### src/rtl/positional_decoding.sv
// Streaming positional-table removal: out = in - pos[token*E + dim], one element per cycle.
// Optional clamping of out-of-range results is enabled by defining POSITIONAL_DECODING_SAT_EN.
module positional_decoding #(
    parameter int DATA_WIDTH = 16,
    parameter int NUM_TOKENS = 196,
    parameter int E          = 128,
    localparam int TOTAL     = NUM_TOKENS * E,
    localparam int AW        = $clog2(TOTAL)
) (
    input  logic                  clk,
    input  logic                  rst,
    input  logic                  start,
    output logic                  busy,
    output logic                  done,
    input  logic                  in_valid,
    output logic                  in_ready,
    input  logic [DATA_WIDTH-1:0] in_data,
    output logic                  pos_rd_en,
    output logic [AW-1:0]         pos_rd_addr,
    input  logic [DATA_WIDTH-1:0] pos_rd_data,
    output logic                  out_valid,
    input  logic                  out_ready,
    output logic [DATA_WIDTH-1:0] out_data,
    output logic                  out_last,
    output logic                  sat_flag
);

    typedef enum logic [1:0] {
        S_IDLE = 2'd0,
        S_RUN  = 2'd1,
        S_DONE = 2'd2
    } state_t;

    // Counters carry one extra bit so that TOTAL itself is representable.
    localparam logic [AW:0] TOTAL_C = (AW+1)'(TOTAL);
    localparam logic [AW:0] LAST_C  = (AW+1)'(TOTAL - 1);
    localparam logic [AW:0] ONE_C   = (AW+1)'(1);

    state_t                  state_r;
    state_t                  state_nxt_s;
    logic                    busy_r;
    logic                    done_r;
    logic [AW:0]             in_idx_r;
    logic [AW:0]             out_idx_r;
    logic                    a_valid_r;
    logic                    a_pend_r;
    logic [DATA_WIDTH-1:0]   a_data_r;
    logic [DATA_WIDTH-1:0]   a_pos_r;
    logic                    out_valid_r;
    logic                    out_last_r;
    logic [DATA_WIDTH-1:0]   out_data_r;

    logic                    start_go_s;
    logic                    in_ready_s;
    logic                    accept_s;
    logic                    load_s;
    logic                    out_hs_s;
    logic                    last_hs_s;
    logic [DATA_WIDTH-1:0]   pos_s;
    logic [DATA_WIDTH-1:0]   res_s;
    logic                    ovf_s;

`ifdef POSITIONAL_DECODING_SAT_EN
    function automatic logic [DATA_WIDTH:0] sub_ext(input logic [DATA_WIDTH-1:0] a,
                                                    input logic [DATA_WIDTH-1:0] b);
        return {a[DATA_WIDTH-1], a} - {b[DATA_WIDTH-1], b};
    endfunction

    function automatic logic ovf_chk(input logic [DATA_WIDTH:0] d);
        return d[DATA_WIDTH] ^ d[DATA_WIDTH-1];
    endfunction

    function automatic logic [DATA_WIDTH-1:0] sat_val(input logic [DATA_WIDTH:0] d);
        logic [DATA_WIDTH-1:0] r;
        if (ovf_chk(d)) begin
            r = d[DATA_WIDTH] ? {1'b1, {(DATA_WIDTH-1){1'b0}}} : {1'b0, {(DATA_WIDTH-1){1'b1}}};
        end else begin
            r = d[DATA_WIDTH-1:0];
        end
        return r;
    endfunction

    logic [DATA_WIDTH:0] diff_s;
    assign diff_s = sub_ext(a_data_r, pos_s);
    assign res_s  = sat_val(diff_s);
    assign ovf_s  = ovf_chk(diff_s);
`else
    assign res_s  = a_data_r - pos_s;
    assign ovf_s  = 1'b0;
`endif

    // Handshake and datapath steering.
    always_comb begin
        start_go_s = (state_r == S_IDLE) && start;
        load_s     = a_valid_r && (!out_valid_r || out_ready);
        in_ready_s = (state_r == S_RUN) && (in_idx_r < TOTAL_C) && (!a_valid_r || load_s);
        accept_s   = in_ready_s && in_valid;
        out_hs_s   = out_valid_r && out_ready;
        last_hs_s  = out_hs_s && out_last_r;
        // Table data is on the bus only the cycle after the read; later it comes from A.
        if (a_pend_r) begin
            pos_s = pos_rd_data;
        end else begin
            pos_s = a_pos_r;
        end
    end

    // Frame sequencing.
    always_comb begin
        state_nxt_s = state_r;
        case (state_r)
            S_IDLE: begin
                if (start) begin
                    state_nxt_s = S_RUN;
                end else begin
                    state_nxt_s = S_IDLE;
                end
            end
            S_RUN: begin
                if (last_hs_s) begin
                    state_nxt_s = S_DONE;
                end else begin
                    state_nxt_s = S_RUN;
                end
            end
            S_DONE:  state_nxt_s = S_IDLE;
            default: state_nxt_s = S_IDLE;
        endcase
    end

    // State register with registered status decodes.
    always_ff @(posedge clk or posedge rst) begin
        if (rst) begin
            state_r <= S_IDLE;
            busy_r  <= 1'b0;
            done_r  <= 1'b0;
        end else begin
            state_r <= state_nxt_s;
            busy_r  <= (state_nxt_s == S_RUN);
            done_r  <= (state_nxt_s == S_DONE);
        end
    end

    // Input counter doubles as the table read address.
    always_ff @(posedge clk or posedge rst) begin
        if (rst) begin
            in_idx_r <= '0;
        end else if (start_go_s) begin
            in_idx_r <= '0;
        end else if (accept_s) begin
            in_idx_r <= in_idx_r + ONE_C;
        end
    end

    // Hold slot A: element captured at accept, table word captured if the output stalls.
    always_ff @(posedge clk or posedge rst) begin
        if (rst) begin
            a_valid_r <= 1'b0;
            a_pend_r  <= 1'b0;
            a_data_r  <= '0;
            a_pos_r   <= '0;
        end else if (start_go_s) begin
            a_valid_r <= 1'b0;
            a_pend_r  <= 1'b0;
        end else if (accept_s) begin
            a_valid_r <= 1'b1;
            a_pend_r  <= 1'b1;
            a_data_r  <= in_data;
        end else if (load_s) begin
            a_valid_r <= 1'b0;
            a_pend_r  <= 1'b0;
        end else if (a_pend_r) begin
            a_pos_r   <= pos_rd_data;
            a_pend_r  <= 1'b0;
        end
    end

    // Output register and element counter; contents frozen while stalled.
    always_ff @(posedge clk or posedge rst) begin
        if (rst) begin
            out_valid_r <= 1'b0;
            out_last_r  <= 1'b0;
            out_data_r  <= '0;
            out_idx_r   <= '0;
        end else if (start_go_s) begin
            out_valid_r <= 1'b0;
            out_last_r  <= 1'b0;
            out_idx_r   <= '0;
        end else if (load_s) begin
            out_valid_r <= 1'b1;
            out_data_r  <= res_s;
            out_last_r  <= (out_idx_r == LAST_C);
            out_idx_r   <= out_idx_r + ONE_C;
        end else if (out_hs_s) begin
            out_valid_r <= 1'b0;
            out_last_r  <= 1'b0;
        end
    end

`ifdef POSITIONAL_DECODING_SAT_EN
    logic sat_r;

    // Sticky saturation indicator, cleared when a frame starts.
    always_ff @(posedge clk or posedge rst) begin
        if (rst) begin
            sat_r <= 1'b0;
        end else if (start_go_s) begin
            sat_r <= 1'b0;
        end else if (load_s && ovf_s) begin
            sat_r <= 1'b1;
        end
    end

    assign sat_flag = sat_r;
`else
    assign sat_flag = 1'b0;
`endif

    assign busy        = busy_r;
    assign done        = done_r;
    assign in_ready    = in_ready_s;
    assign pos_rd_en   = accept_s;
    assign pos_rd_addr = in_idx_r[AW-1:0];
    assign out_valid   = out_valid_r;
    assign out_data    = out_data_r;
    assign out_last    = out_last_r;

endmodule

### config.mk
export PLATFORM = sky130hd
export DESIGN_NAME = positional_decoding
export DESIGN_NICKNAME = d
export VERILOG_FILES = /design/src/rtl/positional_decoding.sv
export SDC_FILE = /design/constraint.sdc
export NUM_CORES = 1
export LEC_CHECK = 0
export CAP_MARGIN = 20
export CORE_MARGIN = 2
export CORE_UTILIZATION = 58
export CTS_CLUSTER_SIZE = 10
export DETAILED_ROUTE_END_ITERATION = 10
export PLACE_DENSITY = 0.85
export SETUP_SLACK_MARGIN = 0.15
export SLEW_MARGIN = 20
export SYNTH_ARGS = -nofsm -noshare
export SYNTH_HDL_FRONTEND = slang
export SYNTH_SLANG_ARGS = --single-unit
### constraint.sdc
create_clock -name clk -period 8.2 [get_ports clk]
set_clock_uncertainty 0.1 [all_clocks]
set_input_delay 2.46 -clock clk [delete_from_list [all_inputs] [get_ports clk]]
set_output_delay 2.46 -clock clk [all_outputs]
set_load 0.05 [all_outputs]
==> run_results.csv <==
group,metric,value,unit
sta,setup_violations,0,
logic_synthesis,synth-edff-count,0,
logic_synthesis,synthDistinctLibCells,54,
power_and_ir_drop,power_density,291,nW/um^2
grt,grt_antenna_before_repair,0,
sta,final_hold_viol_count,0,
critical_path,cp_slowest_cell,"clkdlybuf4s50_1",
cts,tritoncts,"built",
floorplan,die_w,94.8,um
place,io_buffers,73,
sta,worst_pin_slew,970,ps
logic_synthesis,syn_avg_cell_area,9.29,um^2
logic_synthesis,syn_inst,515,
detailed_routing,routedWlPerCell,15.7,um
sta,whs,381,ps
logic_synthesis,synth_area_leaders,"dfrtp_1, nand2_1, ha_1, xnor2_1, nor2_1",
grt,grt_pass1_wl,17.5,mm
cells_and_area,layout_common_cells,"nand2_1, dfrtp_1, clkdlybuf4s50_1, nor2_1, a21oi_1",
grt,grt_usage,24.8,%
sta,final.setup.worst_slack,1390,ps
cells_and_area,stdcell_count,674,
critical_path,critPathTopFamily,"buffers and inverters",
floorplan,pin_count,75,
place,dp_hpwl,7.53,mm
detailed_routing,dr.pass1.iters,5,
detailed_routing,drc,0,
floorplan,dieArea,8990,um^2
power_and_ir_drop,ir_worst_vdd,0.000115,V
cts,worstSkewPairLatency,350,ps
critical_path,startpoint_type,"primary input",
sta,tns,0,ps
detailed_routing,routed_wl,10.6,mm
grt,grt_max_degree,89,
grt,grt_pass1_vias,3841,
cts,cts-root-buf,"clkbuf_8",
critical_path,path_class,"in2out",
cells_and_area,layout_commonest_cell,"nand2_1",
status,outcome,"completed",
detailed_routing,vias_per_cell,5.82,
logic_synthesis,synthArstFlopShare,100,%
cts,holdBufCountCts,0,
critical_path,crit-reg2reg-launch,"a_pend_r",
sta,fmax,147,MHz
cts,cts_buffers,9,
grt,grt_overflow_total,0,
worst_hold_path,hold_path_class,"reg2reg",
cells_and_area,synthToLayoutAreaGrowth,18.0,%
logic_synthesis,synth_top_area_share,46.0,%
cells_and_area,fin_util,69.7,%
cts,path_clk_slew,90,ps
cts,cts_max_level,3,
floorplan,die_y,94.8,um
logic_synthesis,ys_ff_latch,88,
logic_synthesis,synth_warnings,0,
critical_path,crit_path_end_kind,"output port",
sta,rsz0062_at_grt,"false",
power_and_ir_drop,power,1.64,mW
critical_path,cp.required,5640,ps
detailed_routing,first_iter_violations,186,
cts,cts_sinks,88,
logic_synthesis,mappedNetlistNets,571,
critical_path,max_stage_delay,810,ps
critical_path,path_max_fanout,4,
sta,slew_headroom,35.3,%
power_and_ir_drop,power.leakage,2.47,nW
logic_synthesis,synth_ff_type,"dfrtp_1",
sta,period_needed,6810,ps
critical_path,path_common_cell,"clkdlybuf4s50_1",
floorplan,coreArea,8090,um^2
cells_and_area,diodes,0,
critical_path,timing.critical_path.buf_inv,3,
cts,postCtsSetupBuffers,0,
place,pre_cts_ws,1390,ps
sta,period_share,83.1,%
place,dp_cells,658,
logic_synthesis,synth.largest_area_cell,"dfrtp_1",
floorplan,initial_core_util,59.1,%
place,gp_congestion,0.930,
job,drv_cap,0,
cts,clockBufferDepth,2,
detailed_routing,num_vias,3923,
sta,drv_slew,0,
logic_synthesis,syn_area,4780,um^2
critical_path,cp.arrival,4250,ps
place,place_area,5440,um^2
worst_hold_path,min-delay-start,"out_data[1]",
cells_and_area,final_area,5640,um^2
cts,cts_resized,0,
logic_synthesis,ys_seq_area_share,46.0,%
cells_and_area,drive_gt1_share,5.10,%
critical_path,path_cells,"clkdlybuf4s50_1 > nand3b_1 > o2111ai_2 > inv_1 > clkdlybuf4s50_1",
cells_and_area,layout.nets,620,
detailed_routing,ant_nets,0,
critical_path,cp-startpoint,"out_ready",
floorplan,floorplan.rows,33,
==> where the power goes <==
| group | switching (mW) | internal, mW | leakage (nW) |
|---|---|---|---|
| combinational | 0.453 | 0.265 | 1.28 |
| clock | 0.156 | 0.149 | 0.0993 |
| sequential | 0.0821 | 0.538 | 1.09 |
| total | 0.691 | 0.953 | 2.47 |
==> cells in the mapped netlist, drive strengths merged (7+ instances only) <==
master   n
nand2   90
dfrtp   88
nor2    50
a21oi   32
buf     28
xnor2   22
o21ai   20
ha      18
mux2i   18
nand3   15
nor3    15
clkbuf  11
inv     10
nand4    9
o211ai   7
or3      7
xor2     7
==> cells by family after synthesis <==
logic type / Yosys count / share of synthesized area [%]
adder cells (fa/ha/maj): 19 / 5.13
buffers and inverters: 49 / 5.83
multiplexers: 21 / 4.55
XOR/XNOR: 29 / 5.31
flip-flops: 88 / 46.0
other: 1 / 0.0784
AND/OR/NAND/NOR: 220 / 21.5
AO/OA/AOI/OAI: 88 / 11.5
==> final timing paths <==
path / slack, ps / end / cells past startpoint
min reg2reg: 380 / out_data[1] / 2
min in group asynchronous: 2550 / out_idx_r[5] / 3
max: 1390 / pos_rd_en / 5
min: 380 / out_data[1] / 2
max in group asynchronous: 4920 / a_data_r[14] / 3
max reg2reg: 4880 / out_data[9] / 7
==> tightest hold or removal path, stage by stage, from the launching register on <==
cell and delay, ps:
dfrtp_1 350, nand2_1 50, nand2_1 50
==> sequential cells by signal, summed over array words and instances, names as in the netlist, 2 cells and up <==
signal / count
state_r: 2
a_pos_r: 16
in_idx_r: 16
out_data: 16
a_data_r: 16
out_idx_r: 16
==> layout make-up <==
class	instances	area, um^2
tap	105	131
inverter	10	38.8
timing repair buffer	77	764
clock buffer	11	141
multi-input combinational	378	2310
fill	690	2450
clock inverter	5	56.3
sequential	88	2200
==> layer usage <==
layer,vias up,part of all wire [%],track usage [%],wire [um]
met5,-,0,0,0
met4,0,1.7,9.42,185
met1,1896,42,32.5,4470
li1,1873,-,-,-
met2,132,51,41.3,5360
met3,22,5.5,4.39,584
Power figures use the tool's default switching activity.
